### config.mk
export PLATFORM = sky130hd
export DESIGN_NAME = activity_sensor_vga
export DESIGN_NICKNAME = d
export VERILOG_FILES = /design/src/rtl/sensor_pkg.sv /design/src/rtl/sensor_slice.sv /design/src/rtl/activity_sensor_vga.sv
export SDC_FILE = /design/constraint.sdc
export NUM_CORES = 1
export LEC_CHECK = 0
export ABC_AREA = 1
export BUFFER_PORTS_ARGS = -buffer_cell sky130_fd_sc_hd__buf_4
export CORE_MARGIN = 5
export CORE_UTILIZATION = 62
export DETAILED_ROUTE_END_ITERATION = 10
export MAX_ROUTING_LAYER = met4
export PLACE_DENSITY = 0.86
export SLEW_MARGIN = 10
export SYNTH_ARGS = -nofsm -noshare
export SYNTH_HDL_FRONTEND = slang
export SYNTH_HIERARCHICAL = 1
export SYNTH_SLANG_ARGS = --single-unit
export TNS_END_PERCENT = 5
### constraint.sdc
create_clock -name clk_i -period 3.34 [get_ports clk_i]
set_clock_uncertainty 0.15 [all_clocks]
set_input_delay 0.668 -clock clk_i [delete_from_list [all_inputs] [get_ports clk_i]]
set_output_delay 0.668 -clock clk_i [all_outputs]
set_load 0.05 [all_outputs]
### src/rtl/sensor_pkg.sv
// sensor_pkg: shared definitions for the VGA activity sensor.
//   - state_t      : per-domain FSM state encoding (OFF, WAKE, ON)
//   - N_DOM_DEF    : default number of gated domains
//   - IDLE_W_DEF   : default idle counter width
//   - WAKE_W_DEF   : default wake-settle counter width
package sensor_pkg;

  typedef enum logic [1:0] {
    ST_OFF  = 2'd0,
    ST_WAKE = 2'd1,
    ST_ON   = 2'd2
  } state_t;

  localparam int N_DOM_DEF  = 10;
  localparam int IDLE_W_DEF = 8;
  localparam int WAKE_W_DEF = 4;

endpackage

### src/rtl/sensor_slice.sv
// sensor_slice: one gated domain's sensor FSM with its wake-settle counter
// (wcnt) and idle counter (icnt).
//
// state | meaning
// ------+--------------------------------------------------------------
// OFF   | domain idle, sensor low; any request starts a wake
// WAKE  | sensor high, waiting for isg to be seen high for W+1 cycles
// ON    | powered and settled; idle counter runs down between requests
//
// Ports:
//   clk_i          in  block clock
//   rst_i          in  synchronous reset, active-high
//   req_i          in  combined request (activity | wake | ~en | force)
//   isg_i          in  gating enable returned by the controller
//   idle_cycles_i  in  idle interval, 0 = never power down
//   wake_cycles_i  in  settle cycles after isg_i is seen high
//   sensor_o       out sensor request (decoded from state register)
//   ready_o        out domain powered and settled
//   wake_o         out domain is in WAKE (feeds busy)
module sensor_slice
  import sensor_pkg::*;
#(
  parameter int IDLE_W = IDLE_W_DEF,
  parameter int WAKE_W = WAKE_W_DEF
) (
  input  logic              clk_i,
  input  logic              rst_i,
  input  logic              req_i,
  input  logic              isg_i,
  input  logic [IDLE_W-1:0] idle_cycles_i,
  input  logic [WAKE_W-1:0] wake_cycles_i,
  output logic              sensor_o,
  output logic              ready_o,
  output logic              wake_o
);

  state_t            state_q, state_d;
  logic [WAKE_W-1:0] wcnt_q, wcnt_d;
  logic [IDLE_W-1:0] icnt_q, icnt_d;

  always_ff @(posedge clk_i) begin
    if (rst_i) begin
      state_q <= ST_OFF;
      wcnt_q  <= '0;
      icnt_q  <= '0;
    end else begin
      state_q <= state_d;
      wcnt_q  <= wcnt_d;
      icnt_q  <= icnt_d;
    end
  end

  always_comb begin
    state_d = state_q;
    wcnt_d  = wcnt_q;
    icnt_d  = icnt_q;
    case (state_q)
      ST_OFF: begin
        if (req_i) begin
          state_d = ST_WAKE;
          wcnt_d  = wake_cycles_i;
        end
      end
      ST_WAKE: begin
        // Any low sample of isg restarts the settle window from scratch.
        if (!isg_i) begin
          wcnt_d = wake_cycles_i;
        end else if (wcnt_q != '0) begin
          wcnt_d = wcnt_q - WAKE_W'(1);
        end else begin
          state_d = ST_ON;
          icnt_d  = idle_cycles_i;
        end
      end
      ST_ON: begin
        // Losing isg outranks a request: the domain must re-settle.
        if (!isg_i) begin
          state_d = ST_WAKE;
          wcnt_d  = wake_cycles_i;
        end else if (req_i) begin
          icnt_d = idle_cycles_i;
        end else if (idle_cycles_i == '0) begin
          icnt_d = icnt_q;
        end else if (icnt_q != '0) begin
          icnt_d = icnt_q - IDLE_W'(1);
        end else begin
          state_d = ST_OFF;
        end
      end
      default: begin
        state_d = ST_OFF;
      end
    endcase
  end

  // Outputs decode the state register only, so no input reaches them
  // combinationally.
  assign sensor_o = (state_q == ST_WAKE) || (state_q == ST_ON);
  assign ready_o  = (state_q == ST_ON);
  assign wake_o   = (state_q == ST_WAKE);

endmodule

### src/rtl/activity_sensor_vga.sv
// activity_sensor_vga: per-domain sensor request generation for the VGA
// power-gating controller, closing the loop on the returned gating enables.
//
// Optional feature macro: SENSOR_FORCE_EN (adds force_i; a forced domain
// always requests, but still waits on isg_i settling before ready).
//
// Ports:
//   clk_i          in  block clock
//   rst_i          in  synchronous reset, active-high
//   en_i           in  gating enable; 0 treats every domain as active
//   idle_cycles_i  in  idle interval, 0 = never power down
//   wake_cycles_i  in  settle cycles after isg_i is seen high
//   act_i          in  per-domain activity strobe
//   wake_req_i     in  per-domain explicit wake request
//   force_i        in  per-domain force (SENSOR_FORCE_EN only)
//   isg_i          in  gating enables returned by the controller
//   sensor_o       out per-domain sensor request
//   ready_o        out per-domain powered-and-settled
//   busy_o         out any domain in WAKE
module activity_sensor_vga
  import sensor_pkg::*;
#(
  parameter int N_DOM  = N_DOM_DEF,
  parameter int IDLE_W = IDLE_W_DEF,
  parameter int WAKE_W = WAKE_W_DEF
) (
  input  logic              clk_i,
  input  logic              rst_i,
  input  logic              en_i,
  input  logic [IDLE_W-1:0] idle_cycles_i,
  input  logic [WAKE_W-1:0] wake_cycles_i,
  input  logic [N_DOM-1:0]  act_i,
  input  logic [N_DOM-1:0]  wake_req_i,
`ifdef SENSOR_FORCE_EN
  input  logic [N_DOM-1:0]  force_i,
`endif
  input  logic [N_DOM-1:0]  isg_i,
  output logic [N_DOM-1:0]  sensor_o,
  output logic [N_DOM-1:0]  ready_o,
  output logic              busy_o
);

  logic [N_DOM-1:0] req;
  logic [N_DOM-1:0] wake;

`ifdef SENSOR_FORCE_EN
  assign req = act_i | wake_req_i | {N_DOM{~en_i}} | force_i;
`else
  assign req = act_i | wake_req_i | {N_DOM{~en_i}};
`endif

  for (genvar d = 0; d < N_DOM; d++) begin : g_dom
    sensor_slice #(
      .IDLE_W (IDLE_W),
      .WAKE_W (WAKE_W)
    ) u_slice (
      .clk_i         (clk_i),
      .rst_i         (rst_i),
      .req_i         (req[d]),
      .isg_i         (isg_i[d]),
      .idle_cycles_i (idle_cycles_i),
      .wake_cycles_i (wake_cycles_i),
      .sensor_o      (sensor_o[d]),
      .ready_o       (ready_o[d]),
      .wake_o        (wake[d])
    );
  end

  assign busy_o = |wake;

endmodule
Word level (Yosys, flattened, before mapping)
Cells that the tools add are included.
{ "totals": {"output_inout_bits": 21, "ff_bits": 140, "mem_bits_ro": 0, "latch_bits": 0, "ram_bits": 0, "memories": 0, "wordCells": 475} }
{ "op_classes": {"reduce_logical": 92, "order_cmp": 0, "add_sub_neg": 20, "bitwise": 3, "multipliers": 0, "n_div": 0, "mux": 200, "n_shift": 0, "eq_ne": 130} }
{ "op_table": {"columns": ["operator", "n"], "rows": [
  ["8-bit 2-to-1 mux", 60],
  ["3-bit != test (second input constant)", 60],
  ["4-bit 2-to-1 mux", 40],
  ["8-bit case mux with 2 select lines", 10],
  ["2-bit 2-to-1 mux", 70],
  ["4-bit case mux with 3 select lines", 10],
  ["6-bit AND reduction", 20],
  ["2-bit != test (second input constant)", 50],
  ["8-bit nonzero test", 10],
  ["8-bit by 1-bit subtractor with 8-bit output (second input constant)", 10],
  ["2-bit case mux with 3 select lines", 10],
  ["4-bit AND reduction", 10],
  ["4-bit nonzero test", 10],
  ["4-bit by 1-bit subtractor with 4-bit output (second input constant)", 10],
  ["3-bit nonzero test", 10],
  ["2-bit by 1-bit == test with 1-bit output (second input constant)", 10],
  ["2-bit == test (second input constant)", 10],
  ["2-bit logical NOT", 10],
  ["10-bit OR", 2],
  ["2-bit nonzero test", 10],
  ["1-bit logical OR", 10],
  ["10-bit OR reduction", 1],
  ["8-bit logical NOT", 1],
  ["1-bit inverter", 1]
]} }

Longest topological paths before layout
Gate-level depths: netlist of run 1.
{ "depth": {"ltp_word": 6, "depth_mapped": 12} }

Cells and area by module
Netlist of run 1, hierarchy kept.
{ "modules_own_cells": {"columns": ["module", "cells_per_inst", "area_per_inst_um2", "n_inst", "seq_area_each_um2"], "rows": [
  ["sensor_slice (g_dom[0].u_slice ...)", 185, 1084.8, 6, 280.3],
  ["sensor_slice (g_dom[6].u_slice ...)", 186, 1103.6, 4, 280.3],
  ["activity_sensor_vga", 30, 118.9, 1, 0.0]
]} }

Worst setup path after synthesis of run 1
No wires, ideal clock.
{ "synth_path": {"kind": "register -> output", "start": "reg g_dom[1].u_slice.state_q[1]", "end": "out busy_o", "path_slack_ns": 1.279, "path_stages_with_launch": 6, "arrival_time_ns": 1.243, "cell_sequence": "dfxtp_1 inv_1 ha_1 or2_0 nor2_1 nand2_1"} }
{ "synth_between": {"elab_chain_cells": 2} }
{ "synth_lines": {"columns": ["element", "line_no", "source"], "rows": [
  ["start, declared", "sensor_slice.sv:37", "state_t state_q, state_d;"],
  ["start signal, assigned", "sensor_slice.sv:47", "state_q <= state_d;"],
  ["2-bit by 1-bit == test with 1-bit output", "sensor_slice.sv:100", "assign wake_o = (state_q == ST_WAKE);"],
  ["via wake[1]", "activity_sensor_vga.sv:44", "logic [N_DOM-1:0] wake;"],
  ["10-bit OR reduction", "activity_sensor_vga.sv:69", "assign busy_o = |wake;"],
  ["end, declared", "activity_sensor_vga.sv:40", "output logic busy_o"]
]} }
The timed path passes the listed nets, and every way through them passes these cells.

Worst setup path in the final report of run 1
{ "layout_path": {"start": "reg g_dom[5].u_slice.state_q[1]", "end": "out busy_o"} }
{ "layout_between": {"elab_chain_cells": 2} }
{ "layout_lines": {"columns": ["element", "line_no"], "rows": [
  ["start, declared", "sensor_slice.sv:37"],
  ["start signal, assigned", "sensor_slice.sv:47"],
  ["2-bit by 1-bit == test with 1-bit output", "sensor_slice.sv:100"],
  ["via wake[5]", "activity_sensor_vga.sv:44"],
  ["10-bit OR reduction", "activity_sensor_vga.sv:69"]
]} }
The timed path passes the listed nets, and every way through them passes these cells.

==> flow_summary.yaml, run 1 <==
drt:
  vias: 11066
  first_pass_iters: 5
  wl_per_cell_um: 12.2
  drtIter0Drc: 684
  routed_wl_um: 26500
  drc_errors: 0
  viasPerCell: 5.09
  drt.antenna.violating_nets: 0
logic_synthesis:
  synth.area.mux_share: 0
  netlist_instances: 1884
  ys.flop_type: "dfxtp_1"
  ys_ff_latch: 140
  yosysSeqAreaShare: 0.254
  async_flop_share: 0
  synth-xor-area-share: 0.0206
  synth_top_area_frac: 0.254
  synth_area_um2: 11000
  synth_top_family_by_area: "simple AND/OR/NAND/NOR gates"
  synth_edf_count: 0
  synth_compound_area_frac: 0.124
  yosysMostFrequentCell: "nand2_1"
  ys_top_cells_by_area: "dfxtp_1 25%, nand2_1 19%, nor2_1 13%, inv_1 10%, ha_1 9.1%"
  ys_types: 27
  synth_commonest_cells: "556 x nand2_1, 373 x nor2_1, 296 x inv_1"
  synthSimpleGateAreaFrac: 0.381
  synth_top_cell_by_area: "dfxtp_1"
  synth_fa_ha_area_frac: 0.0907
  synth_warnings: 6
  synth.net_count: 2009
  synth.avg_cell_area_um2: 5.86
outcome:
  outcome: "complete, no violations"
sta:
  finalSetupTns_ns: 0
  hold_viol: 0
  relSlewSlack: 0.687
  min_period_ns: 2.70
  rsz0062_at_grt: "false"
  worst_slew_pin_slew_ns: 0.469
  maxSlewViolCount: 0
  clock.fmax_mhz: 370
  post-route-period-util: 0.809
  setup_slack_ns: 0.639
  setup_viol: 0
global_routing:
  grt.total_usage: 0.269
  antenna_found_initial: 0
  grt_pass1_vias: 9983
  grt_max_degree: 21
  grt_pass1_wl_um: 44700
  grt_overflow_total: 0
power:
  ir_worst_vdd_v: 0.000577
  power.density_nw_per_um2: 868
  p_leak_nw: 6.86
clock_tree:
  cts_made_buffers: 17
  clkSlewWorstSetupHoldPaths_ns: 0.06
  cts_resized: 0
  cts_sinks: 140
  ctsHoldBuffers: 0
  root_buffer: "clkbuf_16"
  htreeDepth: 4
  clock_path_buffers: 2
  post_cts_buffers: 0
  cts_tree: "yes"
  clk_latency_ns: 0.43
setup_path:
  startpoint_type: "flop"
  critPathMaxStageDelay_ns: 0.39
  critPathLaunch: "g_dom[5].u_slice/state_q[1]"
  crit_path_end_kind: "primary output"
  reg2reg_slack_ns: 1.11
  reg2regPathDepth: 9
  crit_end: "busy_o"
  path_buf_inv: 2
  cp_max_fo: 5
  cp.arrival_ns: 1.88
  path_cells: "inv_1 -> ha_1 -> nor2_1 -> nand2_1 -> nor2_1 -> nand2_1 -> buf_4"
  path_class: "flop to primary output"
  critPathRequiredTime_ns: 2.52
  r2r_start: "g_dom[5].u_slice/state_q[0]"
  crit_family: "simple AND/OR/NAND/NOR gates"
  path_depth: 7
  cpMaxStageDelayCell: "dfxtp_1"
  r2r_end: "g_dom[5].u_slice/icnt_q[6]"
die:
  ios: 66
  die-area_um2: 20600
  fp.dieW_um: 143
  chipHeight_um: 143
  initial_utilization: 0.636
  core-area_um2: 17400
  num_rows: 48
layout:
  multi_input_area_um2: 6800
  nets: 2062
  areaGrowthSynthToFinish_pct: 9.18
  fill_cells: 1513
  stdcell_area_um2: 12100
  seq_area_um2: 2800
  diodes: 0
  drive_above_1_share: 0.0733
worst_hold_path:
  hp-class: "flop to flop"
  hp-start: "g_dom[0].u_slice/wcnt_q[1]"
place:
  dpl.hpwl_um: 18200
  placed_area_um2: 11500
  dp_slack_ns: 0.883
  gp_congestion: 0.914
  port_buffers: 65
job:
  max_cap_viol_count: 0
[worst reg2reg max path: cells and delay by family, from the launching register on]
kind / cells / cell delay (ns)
adder cells (fa/ha/maj): 1 / 0.26
flip-flops: 1 / 0.41
AND/OR/NAND/NOR: 6 / 1.04
buffers and inverters: 2 / 0.30
[worst min-delay path by stage]
stage                                  to  cells after the start  slack (ns)
4_1_cts        g_dom[1].u_slice/wcnt_q[1]                      2        0.33
5_1_grt        g_dom[8].u_slice/wcnt_q[3]                      2        0.36
3_5_place_dp   g_dom[1].u_slice/wcnt_q[1]                      2        0.33
2_1_floorplan  g_dom[6].u_slice/wcnt_q[1]                      2        0.30
6_report       g_dom[0].u_slice/wcnt_q[1]                      2        0.33
3_3_place_gp   g_dom[2].u_slice/wcnt_q[1]                      2        0.32
[state kept, by name, summed over array words and instances, names as in the netlist]
signal and flops:
g_dom.u_slice/state_q 20, g_dom.u_slice/icnt_q 80, g_dom.u_slice/wcnt_q 40
[stage by stage]
stage / total power, mW / util / instances / hold slack (ns)
floorplan: 7.56 / - / 1884 / 0.302
global placement: 8.45 / 0.663 / 2143 / 0.317
detailed placement: 8.64 / 0.663 / 2143 / 0.326
CTS: 10.5 / 0.695 / 2175 / 0.334
global route: 11.6 / 0.695 / 2175 / 0.364
finish: 10.5 / 0.695 / 2175 / 0.333
[cell type report]
| cell class | instances | share of cell area |
|---|---|---|
| Inverter | 304 | 0.0947 |
| Timing Repair Buffer | 65 | 0.0405 |
| Tap cell | 225 | 0.0234 |
| Multi-Input combinational cell | 1409 | 0.564 |
| Sequential cell | 140 | 0.232 |
| Clock inverter | 15 | 0.00965 |
| Clock buffer | 17 | 0.0353 |
[cells by family (layout without fill, tap and decap cells)]
family                     after synthesis  in the layout
and+or+nand+nor                       1043           1043
xor gates and xnor gates                26             26
AOI/OAI and AO/OA                      260            260
DFF                                    140            140
adders and majority gates               80             80
buffers and inverters                  335            401
[placed cells by master, fill, tap and decap left out]
master / instances
clkbuf_16: 17
nand3_1: 76
nand4_1: 4
o22ai_1: 4
inv_2: 8
nor2_1: 373
or2_0: 1
a21oi_1: 82
nand2_4: 4
nand4_4: 4
clkinv_2: 3
ha_1: 80
nand2_1: 556
xnor2_1: 6
o21ai_0: 158
nor2_2: 8
buf_4: 65
dfxtp_1: 140
clkinv_4: 6
inv_1: 296
inv_6: 3
and2_0: 1
xor2_1: 20
nand3_2: 6
clkinvlp_4: 3
a31oi_1: 10
nand2_2: 10
a22oi_2: 6
[per-layer routing]
layer  vias up  share of wire  track usage
li1       5875              -            -
met1      4865           0.45        0.331
met2       261           0.46        0.440
met3        65          0.060       0.0502
met4         0          0.031        0.102
met5         -              0            -
[where the power goes]
part           switching, mW  internal (mW)  total [mW]
Clock                  0.791          0.956        1.75
Sequential             0.519           2.30        2.82
Combinational           3.85           2.04        5.89
Total                   5.16           5.30        10.5
Power figures use the tool's default switching activity.
==> run 2, diff against run 1 <==
clock period = 2.7 ns   (was 3.34 ns; I/O delays follow)
==> run 2 against run 1 <==
Core utilization increased by 0.19 points. Worst setup slack worse by 0.50 ns. Global-route usage up 0.45 points. Flip-flop and latch count unchanged. Count of clock-buffer cells in the layout is 5 higher. Cell area up 0.27%. Sequential share of layout area is 0.063 points lower. Register-to-register slack worse by 0.67 ns.
==> flow_summary.yaml, run 2 (synthesized netlist as in run 1, its figures left out) <==
die:
  ios: 66
  initial_utilization: 0.636
  chipHeight_um: 143
  die-area_um2: 20600
  core-area_um2: 17400
  fp.dieW_um: 143
  num_rows: 48
sta:
  hold_slack_ns: 0.332
  setup_slack_ns: 0.136
  setup_viol: 0
  min_period_ns: 2.56
  clock.fmax_mhz: 390
  relSlewSlack: 0.701
  hold_viol: 0
  finalSetupTns_ns: 0
  rsz0062_at_grt: "false"
  post-route-period-util: 0.950
  worst_slew_pin_slew_ns: 0.448
  maxSlewViolCount: 0
clock_tree:
  htreeDepth: 4
  cts_resized: 0
  clk_latency_ns: 0.42
  cts_tree: "yes"
  cts_made_buffers: 17
  post_cts_buffers: 0
  clock_path_buffers: 2
  ctsHoldBuffers: 0
  clkSlewWorstSetupHoldPaths_ns: 0.06
  root_buffer: "clkbuf_16"
  cts_sinks: 140
place:
  placed_area_um2: 11500
  dpl.hpwl_um: 18500
  place_inst: 2144
  gp_congestion: 0.911
  port_buffers: 65
  dp_slack_ns: 0.355
setup_path:
  path_depth: 6
  r2r_start: "g_dom[5].u_slice/state_q[0]"
  critPathRequiredTime_ns: 2.01
  crit_path_end_kind: "primary output"
  startpoint_type: "flop"
  crit_end: "busy_o"
  cpMaxStageDelayCell: "dfxtp_1"
  crit_family: "simple AND/OR/NAND/NOR gates"
  cp_max_fo: 5
  reg2regPathDepth: 8
  cp.arrival_ns: 1.87
  path_cells: "inv_1 -> ha_1 -> or2_0 -> nor2_1 -> nand2_1 -> buf_4"
  r2r_end: "g_dom[5].u_slice/icnt_q[6]"
  critPathMaxStageDelay_ns: 0.35
  reg2reg_slack_ns: 0.44
  path_buf_inv: 2
  path_class: "flop to primary output"
  critPathLaunch: "g_dom[0].u_slice/state_q[1]"
drt:
  routed_wl_um: 27500
  viasPerCell: 5.21
  drtIter0Drc: 814
  drt.antenna.violating_nets: 0
  drc_errors: 0
  wl_per_cell_um: 12.7
  vias: 11317
  first_pass_iters: 5
layout:
  final_common_cell: "nand2_1"
  stdcell_area_um2: 12100
  reg.largest.list: "g_dom.u_slice/icnt_q (80), g_dom.u_slice/wcnt_q (40), g_dom.u_slice/state_q (20)"
  largest_reg_flops: 80
  utilization: 0.696
  regMostFlops: "g_dom.u_slice/icnt_q"
  stdcell_count: 2174
  diodes: 0
  nets: 2063
  final_cell_mix: "556 x nand2_1, 373 x nor2_1, 296 x inv_1"
  drive_above_1_share: 0.0718
  areaGrowthSynthToFinish_pct: 9.47
global_routing:
  antenna_found_initial: 0
  grt_overflow_total: 0
  grt_pass1_wl_um: 45700
  grt_pass1_vias: 10185
  grt.total_usage: 0.274
  grt_max_degree: 21
outcome:
  outcome: "complete, no violations"
power:
  power.density_nw_per_um2: 1090
  p_leak_nw: 6.88
  ir_worst_vdd_v: 0.000703
  fin_total_pwr_mw: 13.2
job:
  max_cap_viol_count: 0
worst_hold_path:
  hp-class: "flop to flop"
  holdPathStages: 2
==> run 2: worst reg2reg max path, cell delays in order (launching register included) <==
cell,delay [ns]
dfxtp_1,0.40
inv_1,0.10
ha_1,0.26
nand2_1,0.28
inv_1,0.19
nand3_1,0.14
nand3_2,0.27
a21oi_1,0.29
nor2_1,0.07
==> run 2: how the worst min path moves through the flow <==
stage                                     from                          to  slack [ns]
floorplan           g_dom[6].u_slice/wcnt_q[1]  g_dom[6].u_slice/wcnt_q[1]        0.30
global placement    g_dom[3].u_slice/wcnt_q[1]  g_dom[3].u_slice/wcnt_q[1]        0.32
detailed placement  g_dom[2].u_slice/wcnt_q[1]  g_dom[2].u_slice/wcnt_q[1]        0.33
CTS                           wake_cycles_i[2]  g_dom[2].u_slice/wcnt_q[2]        0.33
global route                  wake_cycles_i[2]  g_dom[2].u_slice/wcnt_q[2]        0.33
finish              g_dom[3].u_slice/wcnt_q[1]  g_dom[3].u_slice/wcnt_q[1]        0.33
==> run 2: cell type report <==
cell class	instances	area (um^2)
clock buffers	22	474
clock inverters	8	92.6
well taps	225	282
flip-flops and latches	140	2800
fillers	1534	5270
repair buffers	66	495
inverters	304	1140
multi-input cells	1409	6800
==> run 2: power by group <==
part           switching, mW  total [mW]  leakage, nW  internal (mW)
clock network          0.880        2.29        0.281           1.41
registers              0.647        3.49         1.16           2.85
logic                   4.85        7.38         5.45           2.53
total                   6.38        13.2         6.88           6.79
==> run 2: per-layer routing <==
| metal | vias to the layer above | GRT usage | wire length, um |
|---|---|---|---|
| li1 | 5881 | - | - |
| met1 | 5033 | 0.332 | 11800 |
| met2 | 354 | 0.460 | 13200 |
| met3 | 49 | 0.0512 | 1980 |
| met4 | 0 | 0.0872 | 614 |
| met5 | - | - | 0 |
